### config.mk
export PLATFORM = sky130hd
export DESIGN_NAME = j_pixel_scan_ctrl
export DESIGN_NICKNAME = d
export VERILOG_FILES = /design/src/rtl/j_img_pkg.sv /design/src/rtl/j_scan_addr_unit.sv /design/src/rtl/j_pixel_scan_ctrl.sv
export SDC_FILE = /design/constraint.sdc
export NUM_CORES = 1
export LEC_CHECK = 0
export BUFFER_PORTS_ARGS = -buffer_cell sky130_fd_sc_hd__buf_2
export CELL_PAD_IN_SITES_DETAIL_PLACEMENT = 0
export CELL_PAD_IN_SITES_GLOBAL_PLACEMENT = 2
export CORE_MARGIN = 4
export CORE_UTILIZATION = 30
export CTS_BUF_LIST = sky130_fd_sc_hd__clkbuf_8 sky130_fd_sc_hd__clkbuf_16
export CTS_CLUSTER_SIZE = 24
export DETAILED_ROUTE_END_ITERATION = 10
export GPL_TIMING_DRIVEN = 0
export MAX_ROUTING_LAYER = met4
export PLACE_DENSITY_LB_ADDON = 0.1
export SYNTH_ARGS = -nofsm -noshare
export SYNTH_HDL_FRONTEND = slang
export SYNTH_HIERARCHICAL = 1
export SYNTH_SLANG_ARGS = --single-unit
### constraint.sdc
create_clock -name clk -period 4.19 [get_ports clk]
set_input_delay 0.419 -clock clk [delete_from_list [all_inputs] [get_ports clk]]
set_output_delay 0.419 -clock clk [all_outputs]
set_load 0.02 [all_outputs]
### src/rtl/j_img_pkg.sv
`default_nettype none
// ============================================================================
// Module   : j_img_pkg
// Purpose  : Shared image-indexing constants and scan state encoding.
// Revision : 1.0 - initial release
// ============================================================================
package j_img_pkg;

    localparam int c_DIM_W  = 13;
    localparam int c_ADDR_W = 32;

    typedef enum logic [1:0] {
        IDLE = 2'd0,
        SCAN = 2'd1,
        DONE = 2'd2
    } scan_state_t;

endpackage
`default_nettype wire

### src/rtl/j_scan_addr_unit.sv
`default_nettype none
// ============================================================================
// Module   : j_scan_addr_unit
// Purpose  : Row-base and pixel byte-address registers for the raster scan.
// Revision : 1.0 - initial release
// ============================================================================
module j_scan_addr_unit
    import j_img_pkg::*;
#(
    parameter int ADDR_W = c_ADDR_W,
    parameter int BPP    = 3
) (
    input  logic              clk,
    input  logic              rst,
    input  logic              i_zero,
    input  logic              i_load,
    input  logic [ADDR_W-1:0] i_base_addr,
    input  logic [ADDR_W-1:0] i_line_stride,
    input  logic              i_col_step,
    input  logic              i_row_step,
    output logic [ADDR_W-1:0] o_pixel_addr
);

    logic [ADDR_W-1:0] r_row_base;
    logic [ADDR_W-1:0] r_stride;
    logic [ADDR_W-1:0] r_pixel_addr;
    logic [ADDR_W-1:0] w_next_row_base;

    // All adds wrap modulo 2^ADDR_W.
    assign w_next_row_base = r_row_base + r_stride;

    always_ff @(posedge clk) begin
        if (rst || i_zero) begin
            r_row_base   <= '0;
            r_stride     <= '0;
            r_pixel_addr <= '0;
        end else if (i_load) begin
            r_row_base   <= i_base_addr;
            r_stride     <= i_line_stride;
            r_pixel_addr <= i_base_addr;
        end else if (i_row_step) begin
            r_row_base   <= w_next_row_base;
            r_pixel_addr <= w_next_row_base;
        end else if (i_col_step) begin
            r_pixel_addr <= r_pixel_addr + ADDR_W'(BPP);
        end
    end

    assign o_pixel_addr = r_pixel_addr;

endmodule
`default_nettype wire

### src/rtl/j_pixel_scan_ctrl.sv
`default_nettype none
// ============================================================================
// Module   : j_pixel_scan_ctrl
// Purpose  : Row-major raster-scan controller issuing one byte address per pixel.
// Revision : 1.0 - initial release
// ============================================================================
module j_pixel_scan_ctrl
    import j_img_pkg::*;
#(
    parameter int DIM_W  = c_DIM_W,
    parameter int ADDR_W = c_ADDR_W,
    parameter int BPP    = 3
) (
    input  logic              clk,
    input  logic              clear,
    input  logic              start,
    input  logic              abort,
    input  logic [DIM_W-1:0]  img_width,
    input  logic [DIM_W-1:0]  img_height,
    input  logic [ADDR_W-1:0] base_addr,
    input  logic [ADDR_W-1:0] line_stride,
    input  logic              ready,
    output logic              valid,
    output logic [ADDR_W-1:0] pixel_addr,
    output logic [DIM_W-1:0]  col,
    output logic [DIM_W-1:0]  row,
    output logic              row_advance,
    output logic              frame_done,
    output logic              busy
);

    scan_state_t      r_state;
    logic             r_valid;
    logic             r_frame_done;
    logic             r_busy;
    logic [DIM_W-1:0] r_col;
    logic [DIM_W-1:0] r_row;
    logic [DIM_W-1:0] r_width;
    logic [DIM_W-1:0] r_height;

    logic w_xfer;
    logic w_last_col;
    logic w_last_row;
    logic w_start_ok;
    logic w_abort;
    logic w_col_step;
    logic w_row_step;

    assign w_xfer     = r_valid & ready;
    assign w_last_col = (r_col == r_width  - DIM_W'(1));
    assign w_last_row = (r_row == r_height - DIM_W'(1));
    assign w_start_ok = (r_state == IDLE) & start & ~abort;
    assign w_abort    = abort & (r_state != IDLE);
    assign w_col_step = w_xfer & ~abort & ~w_last_col;
    assign w_row_step = w_xfer & ~abort & w_last_col & ~w_last_row;

    // Feeds the row counter's count enable, so an aborted beat must not count.
    assign row_advance = w_xfer & w_last_col & ~abort;

    always_ff @(posedge clk) begin
        if (clear) begin
            r_state      <= IDLE;
            r_valid      <= 1'b0;
            r_frame_done <= 1'b0;
            r_busy       <= 1'b0;
            r_col        <= '0;
            r_row        <= '0;
            r_width      <= '0;
            r_height     <= '0;
        end else begin
            r_frame_done <= 1'b0;
            case (r_state)
                IDLE: begin
                    if (w_start_ok) begin
                        r_width  <= img_width;
                        r_height <= img_height;
                        r_col    <= '0;
                        r_row    <= '0;
                        r_busy   <= 1'b1;
                        if ((img_width == '0) || (img_height == '0)) begin
                            r_state      <= DONE;
                            r_frame_done <= 1'b1;
                        end else begin
                            r_state <= SCAN;
                            r_valid <= 1'b1;
                        end
                    end
                end
                SCAN: begin
                    if (abort) begin
                        r_state <= IDLE;
                        r_valid <= 1'b0;
                        r_busy  <= 1'b0;
                        r_col   <= '0;
                        r_row   <= '0;
                    end else if (w_xfer) begin
                        if (!w_last_col) begin
                            r_col <= r_col + DIM_W'(1);
                        end else if (!w_last_row) begin
                            r_col <= '0;
                            r_row <= r_row + DIM_W'(1);
                        end else begin
                            r_state      <= DONE;
                            r_valid      <= 1'b0;
                            r_frame_done <= 1'b1;
                        end
                    end
                end
                DONE: begin
                    r_state <= IDLE;
                    r_busy  <= 1'b0;
                    if (abort) begin
                        r_col <= '0;
                        r_row <= '0;
                    end
                end
                default: begin
                    r_state <= IDLE;
                    r_valid <= 1'b0;
                    r_busy  <= 1'b0;
                end
            endcase
        end
    end

    j_scan_addr_unit #(
        .ADDR_W (ADDR_W),
        .BPP    (BPP)
    ) u_addr (
        .clk           (clk),
        .rst           (clear),
        .i_zero        (w_abort),
        .i_load        (w_start_ok),
        .i_base_addr   (base_addr),
        .i_line_stride (line_stride),
        .i_col_step    (w_col_step),
        .i_row_step    (w_row_step),
        .o_pixel_addr  (pixel_addr)
    );

    assign valid      = r_valid;
    assign col        = r_col;
    assign row        = r_row;
    assign frame_done = r_frame_done;
    assign busy       = r_busy;

endmodule
`default_nettype wire

==> results of run 1 <==
## placed cells by master, fill, tap and decap left out, types with 11 or more instances in the layout
cell / count
sky130_fd_sc_hd__buf_2: 163
sky130_fd_sc_hd__a21oi_1: 129
sky130_fd_sc_hd__nand2_1: 160
sky130_fd_sc_hd__nor2_1: 93
sky130_fd_sc_hd__nand4_1: 26
sky130_fd_sc_hd__a21o_1: 17
sky130_fd_sc_hd__o21a_1: 13
sky130_fd_sc_hd__ha_1: 35
sky130_fd_sc_hd__a31oi_1: 19
sky130_fd_sc_hd__a211oi_1: 11
sky130_fd_sc_hd__o21ai_0: 50
sky130_fd_sc_hd__a221oi_1: 11
sky130_fd_sc_hd__nand3_1: 34
sky130_fd_sc_hd__and3_1: 22
sky130_fd_sc_hd__clkbuf_16: 17
sky130_fd_sc_hd__clkbuf_1: 33
sky130_fd_sc_hd__or3_1: 23
sky130_fd_sc_hd__xor2_1: 28
sky130_fd_sc_hd__mux2i_1: 35
sky130_fd_sc_hd__dfxtp_1: 151
sky130_fd_sc_hd__inv_1: 20
sky130_fd_sc_hd__o21ai_1: 21
sky130_fd_sc_hd__xnor2_1: 30
sky130_fd_sc_hd__nor3_1: 24
## cell type report
type                       count  area, um2  area share, %
multi-input combinational    967       6190           53.1
sequential                   153       3070           26.3
timing repair buffer         163        836           7.17
tap                          396        495           4.25
clock buffer                  20        467           4.01
buffer                        67        355           3.05
clock inverter                12        171           1.47
inverter                      20       75.1          0.644
## logic make-up (layout without fill, tap and decap cells)
logic type | count (synthesis) | in the layout | share of synthesized area [%]
AO/OA/AOI/OAI | 375 | 375 | 26.0
XOR/XNOR | 58 | 58 | 5.34
adder cells (fa/ha/maj) | 37 | 37 | 4.95
buffers and inverters | 89 | 282 | 3.96
flip-flops | 153 | 153 | 32.2
multiplexers | 37 | 37 | 3.91
AND/OR/NAND/NOR | 460 | 460 | 23.7
## routing by layer
layer	vias to the layer above	part of all wire, %	global-route usage, %
li1	4819	-	-
met1	4518	48	27.2
met2	205	47	34.1
met3	23	3.5	3.22
met4	0	1.2	4.17
met5	-	0	-
## worst register-to-register path, delay by kind of cell (launching register included)
| family | cells | cell delay [ps] |
|---|---|---|
| buffers and inverters | 3 | 540 |
| flip-flops | 1 | 370 |
| AND/OR/NAND/NOR | 6 | 1560 |
| AO/OA/AOI/OAI | 5 | 1490 |
## sequential cells by signal, summed over array words and instances, names as in the netlist
register / count
busy: 1
col: 13
frame_done: 1
r_height: 13
r_state: 2
r_width: 13
row: 13
u_addr/o_pixel_addr: 32
u_addr/r_row_base: 32
u_addr/r_stride: 32
valid: 1
## power by group
group / switching [mW] / internal [mW] / leakage, nW
clock: 0.670 / 1.04 / 0.314
combinational: 0.366 / 0.228 / 3.21
sequential: 0.0491 / 1.51 / 1.24
## path summary, 6_finish.rpt
path | from | to | depth (start not counted)
worst max-delay path | r_height[5] | u_addr/o_pixel_addr[12] | 14
worst min-delay path | line_stride[14] | u_addr/r_stride[14] | 3
worst max register to register | r_height[5] | u_addr/o_pixel_addr[12] | 14
worst min register to register | u_addr/r_row_base[4] | u_addr/r_row_base[4] | 2
## stage by stage
step	hold WS [ps]	setup TNS (ps)	util [%]	instance area (um2)
2_1_floorplan	441	0	-	9510
3_3_place_gp	447	-68050	34.9	10800
6_report	209	0	37.7	11700
3_5_place_dp	453	-69790	34.9	10800
4_1_cts	193	0	37.3	11500
5_1_grt	206	-16.7	37.7	11700
## timing repair
action	in CTS	in global routing
resized for setup	34	34
pin swaps	3	10
hold buffers	0	0
cloned	0	0
buffers inserted	2	6
setup endpoints to repair	95	62
==> reports/results.txt, run 1 <==
Run status - finished, final reports clean
Depth of the CTS H-tree - 4
Number of placed cells counting well taps - 1,760
Biggest cell delay along the critical path - 590 ps
Number of buffers inserted by port buffering - 155
Areal power density over the cells - 331 mW/mm2
Leakage power of the design - 4.77 nW
Number of placement rows - 64
Reg-to-reg slack, setup - 160 ps
Mapped Cells - 1,209
DRC marker count from the first detailed-route iteration - 572
Data required time of the critical path - 4530 ps
Vias after detailed routing - 9,565
Final standard cell count with taps included and fillers excluded - 1,798
Final worst setup slack - 156 ps
Average footprint of a synthesized cell - 7.87 um2
CP Cell Sequence - or4_4, or3_1, a2111o_1, a2111oi_4, nand4_1, nand2_1, nor2_1, clkbuf_8, nor2b_2, buf_6, clkbuf_4, a22oi_1, o21ai_0, o211a_1
Floorplan die area - 0.0346 mm2
I/O Pins - 157
Flip-flop and latch count after synthesis - 153
Design Power - 3.86 mW
Die X - 186 um
Clock-pin slew on the worst setup and hold paths - 60 ps
Synthesized cell area - 0.00951 mm2
Filler cell count in the final layout - 3,344
CP Data Arrival Time - 4370 ps
Slowest cell on the critical path - sky130_fd_sc_hd__or4_4
Share of cells above drive strength 1 - 20.7%
Total gr overflow - 0
Vias in the first global route - 9,126
Worst min-delay path class - input pin to register
CTS max path bufs - 2
Library cell with the largest summed area after synthesis - sky130_fd_sc_hd__dfxtp_1
Core region area - 0.0309 mm2
Synth Warn # - 6
Pre-CTS worst setup slack - -1450 ps
Diode insertion count for antenna repair - 0
Share of the synthesized area in the top cell type - 32.2%
Post-detailed-routing wire length - 35.3 mm
Die Ht - 186 um
Clock latency on the worst-skew pair - 440 ps
Global placement routability congestion - 0.876
TritonCTS clock tree - yes
Wirelength per Cell - 19.6 um
Global-route wire length before repair - 53.9 mm
Worst slew pin tran - 1030 ps
Final critical path time including I/O delays and setup - 4030 ps
Half-perimeter wire length after detailed placement - 27.0 mm
Number of max-slew violations in the final report - 0
Detail Route Antenna Nets - 0
Setup repair after global routing missed its margin - true
Initial Utilization - 30.8%
Critical path peak fanout - 10
Clock buffer count from CTS - 17
Largest net degree at the start of global routing - 25
Most repeated cell in the gate-level netlist after synthesis - sky130_fd_sc_hd__nand2_1
Top cells by area in the synthesized netlist - sky130_fd_sc_hd__dfxtp_1 (32%), sky130_fd_sc_hd__a21oi_1 (6.8%), sky130_fd_sc_hd__nand2_1 (6.4%), sky130_fd_sc_hd__ha_1 (4.7%), sky130_fd_sc_hd__mux2i_1 (3.8%)
Critical path endpoint category - register
Post-synthesis async set-or-reset flop share - 0%
Top cells by count, synth - sky130_fd_sc_hd__nand2_1 (161), sky130_fd_sc_hd__dfxtp_1 (153), sky130_fd_sc_hd__a21oi_1 (129)
Final-report hold violation count - 0
Peak ir drop on the vdd network - 0.292 mV
Critical setup path kind - register to register
Synthesized netlist net count - 1,341
Synth-to-layout area growth - 22.5%
Sequential area share after synthesis - 32.2%
Relative slew slack - 30.7%
Post-route DRC violation count - 0
CP Launch Type - register
Count of unique library cells instantiated by Yosys - 93
Number of nets in the layout - 1,521
Antenna violations before repair - 0
Number of flops mapped to enable cells by yosys - 0
Final setup viols - 0
Root buffer cell - sky130_fd_sc_hd__clkbuf_16
Vias per inst - 5.32
Max Fclk - 0.248 GHz
CP top delay family - simple AND/OR/NAND/NOR gates
Number of maximum-capacitance violations - 0
Share of the clock period used by the worst path - 96.3%
Global routing usage summed across all routing layers - 20.7%
Dominant register cell in the synthesized netlist - sky130_fd_sc_hd__dfxtp_1
First-pass iteration count of the detailed router - 5
Number of clock sinks seen by CTS - 153
Critical path buffer and inverter count - 3
Max Clock Skew - 15.2 ps
Power figures use the tool's default switching activity.
==> run 2: changes to the inputs <==
ABC_AREA = 1   (was default)
CORE_UTILIZATION = 28   (was 30)
==> reports/results.txt, run 2 <==
Design Power - 4.08 mW (was 3.86 mW)
Share of the clock period used by the worst path - 88.4% (was 96.3%)
Wirelength per Cell - 17.7 um (was 19.6 um)
Vias per inst - 4.75 (was 5.32)
Flip-flop and latch count after synthesis - 153 (unchanged)
Switching power as a share of total power - 33.3% (was 28.1%)
Clock-pin slew on the worst setup and hold paths - 70 ps (was 60 ps)
Number of buffers inserted by port buffering - 155 (unchanged)
Commonest cells after routing, fill and taps aside - sky130_fd_sc_hd__nand2_1 (600), sky130_fd_sc_hd__inv_1 (231), sky130_fd_sc_hd__nor2_1 (194) (was sky130_fd_sc_hd__buf_2 (163), sky130_fd_sc_hd__nand2_1 (160), sky130_fd_sc_hd__dfxtp_1 (151))
Die X - 207 um (was 186 um)
Critical setup path kind - register to register (unchanged)
Synthesized netlist net count - 1,980 (was 1,341)
Combinational fraction of design power - 19.6% (was 15.4%)
Count of unique library cells instantiated by Yosys - 50 (was 93)
Global-route wire length before repair - 69.7 mm (was 53.9 mm)
TritonCTS clock tree - yes (unchanged)
Synth Warn # - 6 (unchanged)
Number of maximum-capacitance violations - 0 (unchanged)
Average footprint of a synthesized cell - 6.00 um2 (was 7.87 um2)
Largest net degree at the start of global routing - 17 (was 25)
Max Clock Skew - 12.0 ps (was 15.2 ps)
Leakage power of the design - 6.35 nW (was 4.77 nW)
I/O Pins - 157 (unchanged)
Synthesized cell area - 0.0111 mm2 (was 0.00951 mm2)
Areal power density over the cells - 311 mW/mm2 (was 331 mW/mm2)
Initial Utilization - 28.5% (was 30.8%)
Post-synthesis async set-or-reset flop share - 0% (unchanged)
Share of the synthesized area in the top cell type - 27.6% (was 32.2%)
Post-CTS sizing - 0 (was 34)
Sequential area share after synthesis - 27.6% (was 32.2%)
CP Data Arrival Time - 4070 ps (was 4370 ps)
Leading cell type in the layout, fill and taps excluded - sky130_fd_sc_hd__nand2_1 (was sky130_fd_sc_hd__buf_2)
Min Hold Slack - 230 ps (was 209 ps)
Run status - finished, final reports clean (unchanged)
Clock power share - 40.3% (was 44.4%)
DRC marker count from the first detailed-route iteration - 717 (was 572)
First-pass iteration count of the detailed router - 5 (unchanged)
Number of nets in the layout - 2,154 (was 1,521)
Worst slew pin tran - 906 ps (was 1030 ps)
Total gr overflow - 0 (unchanged)
Post-detailed-routing wire length - 45.1 mm (was 35.3 mm)
Peak ir drop on the vdd network - 0.208 mV (was 0.292 mV)
Top cells by count, synth - sky130_fd_sc_hd__nand2_1 (600), sky130_fd_sc_hd__inv_1 (231), sky130_fd_sc_hd__nor2_1 (194) (was sky130_fd_sc_hd__nand2_1 (161), sky130_fd_sc_hd__dfxtp_1 (153), sky130_fd_sc_hd__a21oi_1 (129))
Cell internal pwr - 2.72 mW (was 2.78 mW)
Global routing usage summed across all routing layers - 21.4% (was 20.7%)
Number of placement rows - 72 (was 64)
Reg-to-reg startpoint - r_width[0] (was r_height[5])
Clock latency on the worst-skew pair - 440 ps (about the same)
Mapped Cells - 1,848 (was 1,209)
Number of clock sinks seen by CTS - 153 (unchanged)
CTS max path bufs - 2 (unchanged)
Max Fclk - 0.270 GHz (was 0.248 GHz)
Dominant register cell in the synthesized netlist - sky130_fd_sc_hd__dfxtp_1 (unchanged)
Detail Route Antenna Nets - 0 (unchanged)
Setup repair after global routing missed its margin - false (was true)
Root buffer cell - sky130_fd_sc_hd__clkbuf_16 (unchanged)
Library cell with the largest summed area after synthesis - sky130_fd_sc_hd__dfxtp_1 (unchanged)
Seq pwr share - 40.1% (was 40.3%)
Synth-to-layout area growth - 18.3% (was 22.5%)
Final critical path time including I/O delays and setup - 3700 ps (was 4030 ps)
Number of max-slew violations in the final report - 0 (unchanged)
Setup crit start - r_width[0] (was r_height[5])
Worst min-delay path class - input pin to register (unchanged)
Most repeated cell in the gate-level netlist after synthesis - sky130_fd_sc_hd__nand2_1 (unchanged)
Core region area - 0.0389 mm2 (was 0.0309 mm2)
Vias in the first global route - 11,800 (was 9,126)
Final-report hold violation count - 0 (unchanged)
Top cells by area in the synthesized netlist - sky130_fd_sc_hd__dfxtp_1 (28%), sky130_fd_sc_hd__nand2_1 (20%), sky130_fd_sc_hd__inv_1 (7.8%), sky130_fd_sc_hd__a21oi_1 (7.1%), sky130_fd_sc_hd__nor2_1 (6.6%) (was sky130_fd_sc_hd__dfxtp_1 (32%), sky130_fd_sc_hd__a21oi_1 (6.8%), sky130_fd_sc_hd__nand2_1 (6.4%), sky130_fd_sc_hd__ha_1 (4.7%), sky130_fd_sc_hd__mux2i_1 (3.8%))
Clock buffer count from CTS - 17 (unchanged)
Post-route DRC violation count - 0 (unchanged)
Count of buffers added by post-CTS timing repair for setup - 0 (was 2)
CP Launch Type - register (unchanged)
Hold wc startpoint - line_stride[23] (was line_stride[14])
Number of flops mapped to enable cells by yosys - 0 (unchanged)
Global placement routability congestion - 0.869 (was 0.876)
Die Ht - 207 um (was 186 um)
Data required time of the critical path - 4560 ps (was 4530 ps)
Critical path endpoint category - register (unchanged)
Final setup viols - 0 (unchanged)
Depth of the CTS H-tree - 4 (unchanged)
Floorplan die area - 0.0428 mm2 (was 0.0346 mm2)
Antenna violations before repair - 1 (was 0)
Vias after detailed routing - 12,100 (was 9,565)
Critical path peak fanout - 10 (unchanged)
Total Neg Setup Slack - 0 ps (unchanged)
Half-perimeter wire length after detailed placement - 37.1 mm (was 27.0 mm)
Share of cells above drive strength 1 - 14.1% (was 20.7%)
Relative slew slack - 39.1% (was 30.7%)
# hold bufs at CTS - 0 (unchanged)
Switching power total - 1.36 mW (was 1.09 mW)
==> run 2: metal layers <==
metal  wire, um  GRT usage, %
met1      24500          32.7
met2      18200          30.3
met3       1770          2.34
met4        586          4.29
met5          0             -
==> run 2: cell type report <==
type                    count  area (um2)
fillers                  4476       25800
plain buffers              52         236
repair buffers            155         776
multi-input cells        1401        6880
diodes                      1        2.50
clock inverters            14         160
well taps                 518         648
inverters                 242         911
clock buffers              18         439
flip-flops and latches    153        3060
==> run 2: cells by family after synthesis <==
logic type	count (synthesis)	share of synthesized area [%]
flip-flops	153	27.6
XOR/XNOR	30	2.37
AO/OA/AOI/OAI	287	14.0
adder cells (fa/ha/maj)	37	4.24
buffers and inverters	294	10.3
AND/OR/NAND/NOR	1047	41.4
==> run 2: worst paths after layout <==
| check | to | slack (ps) | cells past startpoint |
|---|---|---|---|
| min reg2reg | u_addr/r_stride[28] | 470 | 2 |
| min | u_addr/r_stride[23] | 230 | 3 |
| max | u_addr/o_pixel_addr[12] | 490 | 17 |
| max reg2reg | u_addr/o_pixel_addr[12] | 490 | 17 |
==> run 2: per-stage QoR <==
stage,setup WS [ps],std cells,util [%],area [um2]
floorplan,1420,1848,-,11100
global placement,490,2521,32.2,12500
detailed placement,479,2521,32.2,12500
CTS,463,2553,33.7,13100
global route,55.5,2554,33.7,13100
finish,488,2554,33.7,13100
==> run 2: power by group through the flow <==
stage / logic (mW) / clock network [mW] / registers (mW)
after floorplan: 0.506 / 0 / 1.66
after detailed placement: 0.802 / 0 / 1.67
after global routing: 0.909 / 1.75 / 1.65
after global placement: 0.801 / 0 / 1.67
after CTS: 0.807 / 1.70 / 1.63
final: 0.800 / 1.64 / 1.63
==> run 2: critical path, cell delays in order (launching register included) <==
cell,delay (ps)
sky130_fd_sc_hd__dfxtp_1,330
sky130_fd_sc_hd__inv_1,100
sky130_fd_sc_hd__ha_1,190
sky130_fd_sc_hd__nand3_1,130
sky130_fd_sc_hd__o21ai_0,290
sky130_fd_sc_hd__nand2_1,80
sky130_fd_sc_hd__nand2_1,70
sky130_fd_sc_hd__nand2_1,50
sky130_fd_sc_hd__nor2_1,110
sky130_fd_sc_hd__nand3_2,190
sky130_fd_sc_hd__nor3_1,780
sky130_fd_sc_hd__nor2_8,100
sky130_fd_sc_hd__inv_4,180
sky130_fd_sc_hd__nor2_8,70
sky130_fd_sc_hd__inv_2,170
sky130_fd_sc_hd__clkbuf_1,440
sky130_fd_sc_hd__o21ai_0,150
sky130_fd_sc_hd__a31oi_1,170
==> run 3: changes to the inputs <==
CORE_ASPECT_RATIO = 0.75   (was default)
CORE_MARGIN = 2   (was 4)
CORE_UTILIZATION = 31   (was 28)
clock period = 4.24 ns   (was 4.19 ns; I/O delays follow)
==> reports/results.txt, run 3 (synthesized netlist as in run 2, its figures left out) <==
Run status - finished, final reports clean (unchanged)
Floorplan die area - 0.0373 mm2 (was 0.0428 mm2)
Detail Route Antenna Nets - 0 (unchanged)
Total Neg Setup Slack - 0 ps (unchanged)
Min Hold Slack - 217 ps (was 230 ps)
Root buffer cell - sky130_fd_sc_hd__clkbuf_16 (unchanged)
Placement Cell Area - 0.0124 mm2 (was 0.0125 mm2)
Final standard cell count with taps included and fillers excluded - 2,491 (was 2,554)
Share of cells above drive strength 1 - 14.0% (was 14.1%)
Switching power as a share of total power - 33.0% (was 33.3%)
Switching power total - 1.34 mW (was 1.36 mW)
Synth-to-layout area growth - 17.6% (was 18.3%)
Commonest cells after routing, fill and taps aside - sky130_fd_sc_hd__nand2_1 (600), sky130_fd_sc_hd__inv_1 (231), sky130_fd_sc_hd__nor2_1 (194) (unchanged)
Number of maximum-capacitance violations - 0 (unchanged)
Depth of the CTS H-tree - 4 (unchanged)
Antenna violations before repair - 0 (was 1)
Die Ht - 168 um (was 207 um)
CP Data Arrival Time - 4080 ps (was 4070 ps)
Leakage power of the design - 6.36 nW (was 6.35 nW)
Final-report hold violation count - 0 (unchanged)
Cell internal pwr - 2.73 mW (was 2.72 mW)
Wirelength per Cell - 17.7 um (about the same)
Initial Utilization - 31.7% (was 28.5%)
Post-CTS sizing - 0 (unchanged)
Clock buffer count from CTS - 17 (unchanged)
Post-detailed-routing wire length - 44.1 mm (was 45.1 mm)
Combinational fraction of design power - 19.7% (was 19.6%)
Summed area of non-filler cells in the final layout - 0.0130 mm2 (was 0.0131 mm2)
Total gr overflow - 0 (unchanged)
Clock latency on the worst-skew pair - 450 ps (was 440 ps)
Number of clock sinks seen by CTS - 153 (unchanged)
Vias after detailed routing - 12,100 (about the same)
Number of placed cells counting well taps - 2,460 (was 2,521)
Die X - 222 um (was 207 um)
Max Clock Skew - 13.7 ps (was 12.0 ps)
Number of buffers inserted by port buffering - 155 (unchanged)
Data required time of the critical path - 4630 ps (was 4560 ps)
Setup repair after global routing missed its margin - false (unchanged)
Number of max-slew violations in the final report - 0 (unchanged)
Half-perimeter wire length after detailed placement - 36.6 mm (was 37.1 mm)
Number of placement rows - 59 (was 72)
DRC marker count from the first detailed-route iteration - 970 (was 717)
Vias in the first global route - 11,200 (was 11,800)
# hold bufs at CTS - 0 (unchanged)
Critical setup path kind - register to register (unchanged)
Largest net degree at the start of global routing - 17 (unchanged)
Areal power density over the cells - 312 mW/mm2 (was 311 mW/mm2)
Vias per inst - 4.85 (was 4.75)
Global-route wire length before repair - 67.2 mm (was 69.7 mm)
Relative slew slack - 44.7% (was 39.1%)
CTS max path bufs - 2 (unchanged)
Global routing usage summed across all routing layers - 24.5% (was 21.4%)
Number of nets in the layout - 2,154 (unchanged)
Critical path endpoint category - register (unchanged)
TritonCTS clock tree - yes (unchanged)
Max Fclk - 0.270 GHz (about the same)
Reg-to-reg slack, setup - 540 ps (was 490 ps)
Core region area - 0.0350 mm2 (was 0.0389 mm2)
Critical path peak fanout - 10 (unchanged)
Final setup viols - 0 (unchanged)
I/O Pins - 157 (unchanged)
Final critical path time including I/O delays and setup - 3700 ps (about the same)
Share of the clock period used by the worst path - 87.2% (was 88.4%)
First-pass iteration count of the detailed router - 5 (unchanged)
Leading cell type in the layout, fill and taps excluded - sky130_fd_sc_hd__nand2_1 (unchanged)
Clock power share - 40.7% (was 40.3%)
Peak ir drop on the vdd network - 0.254 mV (was 0.208 mV)
Utilization after layout - 37.3% (was 33.7%)
Worst slew pin tran - 824 ps (was 906 ps)
Clock-pin slew on the worst setup and hold paths - 70 ps (about the same)
Worst min-delay path class - input pin to register (unchanged)
Global placement routability congestion - 0.912 (was 0.869)
Count of buffers added by post-CTS timing repair for setup - 0 (unchanged)
Seq pwr share - 39.5% (was 40.1%)
Post-route DRC violation count - 0 (unchanged)
CP Launch Type - register (unchanged)
Diode insertion count for antenna repair - 0 (was 1)
## run 3: cell types whose count changed in the layout (fill, tap and decap cells not counted), sizes merged
cell      change
bufinv        +1
clkinv        +2
clkinvlp      -1
inv           -3
diode         -1
## run 3: metrics by stage
| step | setup slack [ps] | power [mW] |
|---|---|---|
| final | 542 | 4.07 |
| after detailed placement | 637 | 2.44 |
| after floorplan | 1470 | 2.14 |
| after global routing | 161 | 4.28 |
| after CTS | 596 | 4.10 |
| after global placement | 661 | 2.43 |
## run 3: worst max-delay path, cell delays in order, from the launching register on
cell and delay, ps:
sky130_fd_sc_hd__dfxtp_1 380, sky130_fd_sc_hd__inv_1 90, sky130_fd_sc_hd__ha_1 230, sky130_fd_sc_hd__nand2_1 140
sky130_fd_sc_hd__nand3_1 90, sky130_fd_sc_hd__nand2_1 90, sky130_fd_sc_hd__nand2_1 50, sky130_fd_sc_hd__nor2_1 200
sky130_fd_sc_hd__nand2_1 80, sky130_fd_sc_hd__nor2_1 110, sky130_fd_sc_hd__nand3_2 150, sky130_fd_sc_hd__nor3_1 710
sky130_fd_sc_hd__nor2_8 90, sky130_fd_sc_hd__inv_4 160, sky130_fd_sc_hd__nor2_8 80, sky130_fd_sc_hd__inv_2 230
sky130_fd_sc_hd__clkbuf_1 430, sky130_fd_sc_hd__o21ai_0 170, sky130_fd_sc_hd__a21oi_1 140
## run 3: path summary, 6_finish.rpt
kind | startpoint | end | depth (start not counted)
hold / removal | line_stride[15] | u_addr/r_stride[15] | 3
setup reg to reg | r_width[0] | u_addr/o_pixel_addr[31] | 18
hold reg to reg | u_addr/r_stride[30] | u_addr/r_stride[30] | 2
setup / recovery | r_width[0] | u_addr/o_pixel_addr[31] | 18
## run 3: power groups by stage
stage                     combinational, mW  sequential (mW)  clock [mW]
after global placement                0.791             1.64           0
final                                 0.804             1.61        1.66
after CTS                             0.801             1.61        1.69
after global routing                  0.899             1.62        1.76
after detailed placement              0.797             1.64           0
after floorplan                       0.500             1.64           0
## run 3: layout make-up
| class | count | area (um2) |
|---|---|---|
| inverters | 242 | 911 |
| clock inverters | 13 | 168 |
| flip-flops and latches | 153 | 3060 |
| plain buffers | 52 | 236 |
| fillers | 3999 | 21900 |
| well taps | 457 | 572 |
| repair buffers | 155 | 776 |
| multi-input cells | 1401 | 6880 |
| clock buffers | 18 | 439 |
## run 3: per-layer routing
metal	track usage [%]	wire length [um]	up-vias
li1	-	-	6263
met1	38.2	24600	5464
met2	31.6	16200	324
met3	5.20	2890	21
met4	4.20	392	0
met5	-	0	-
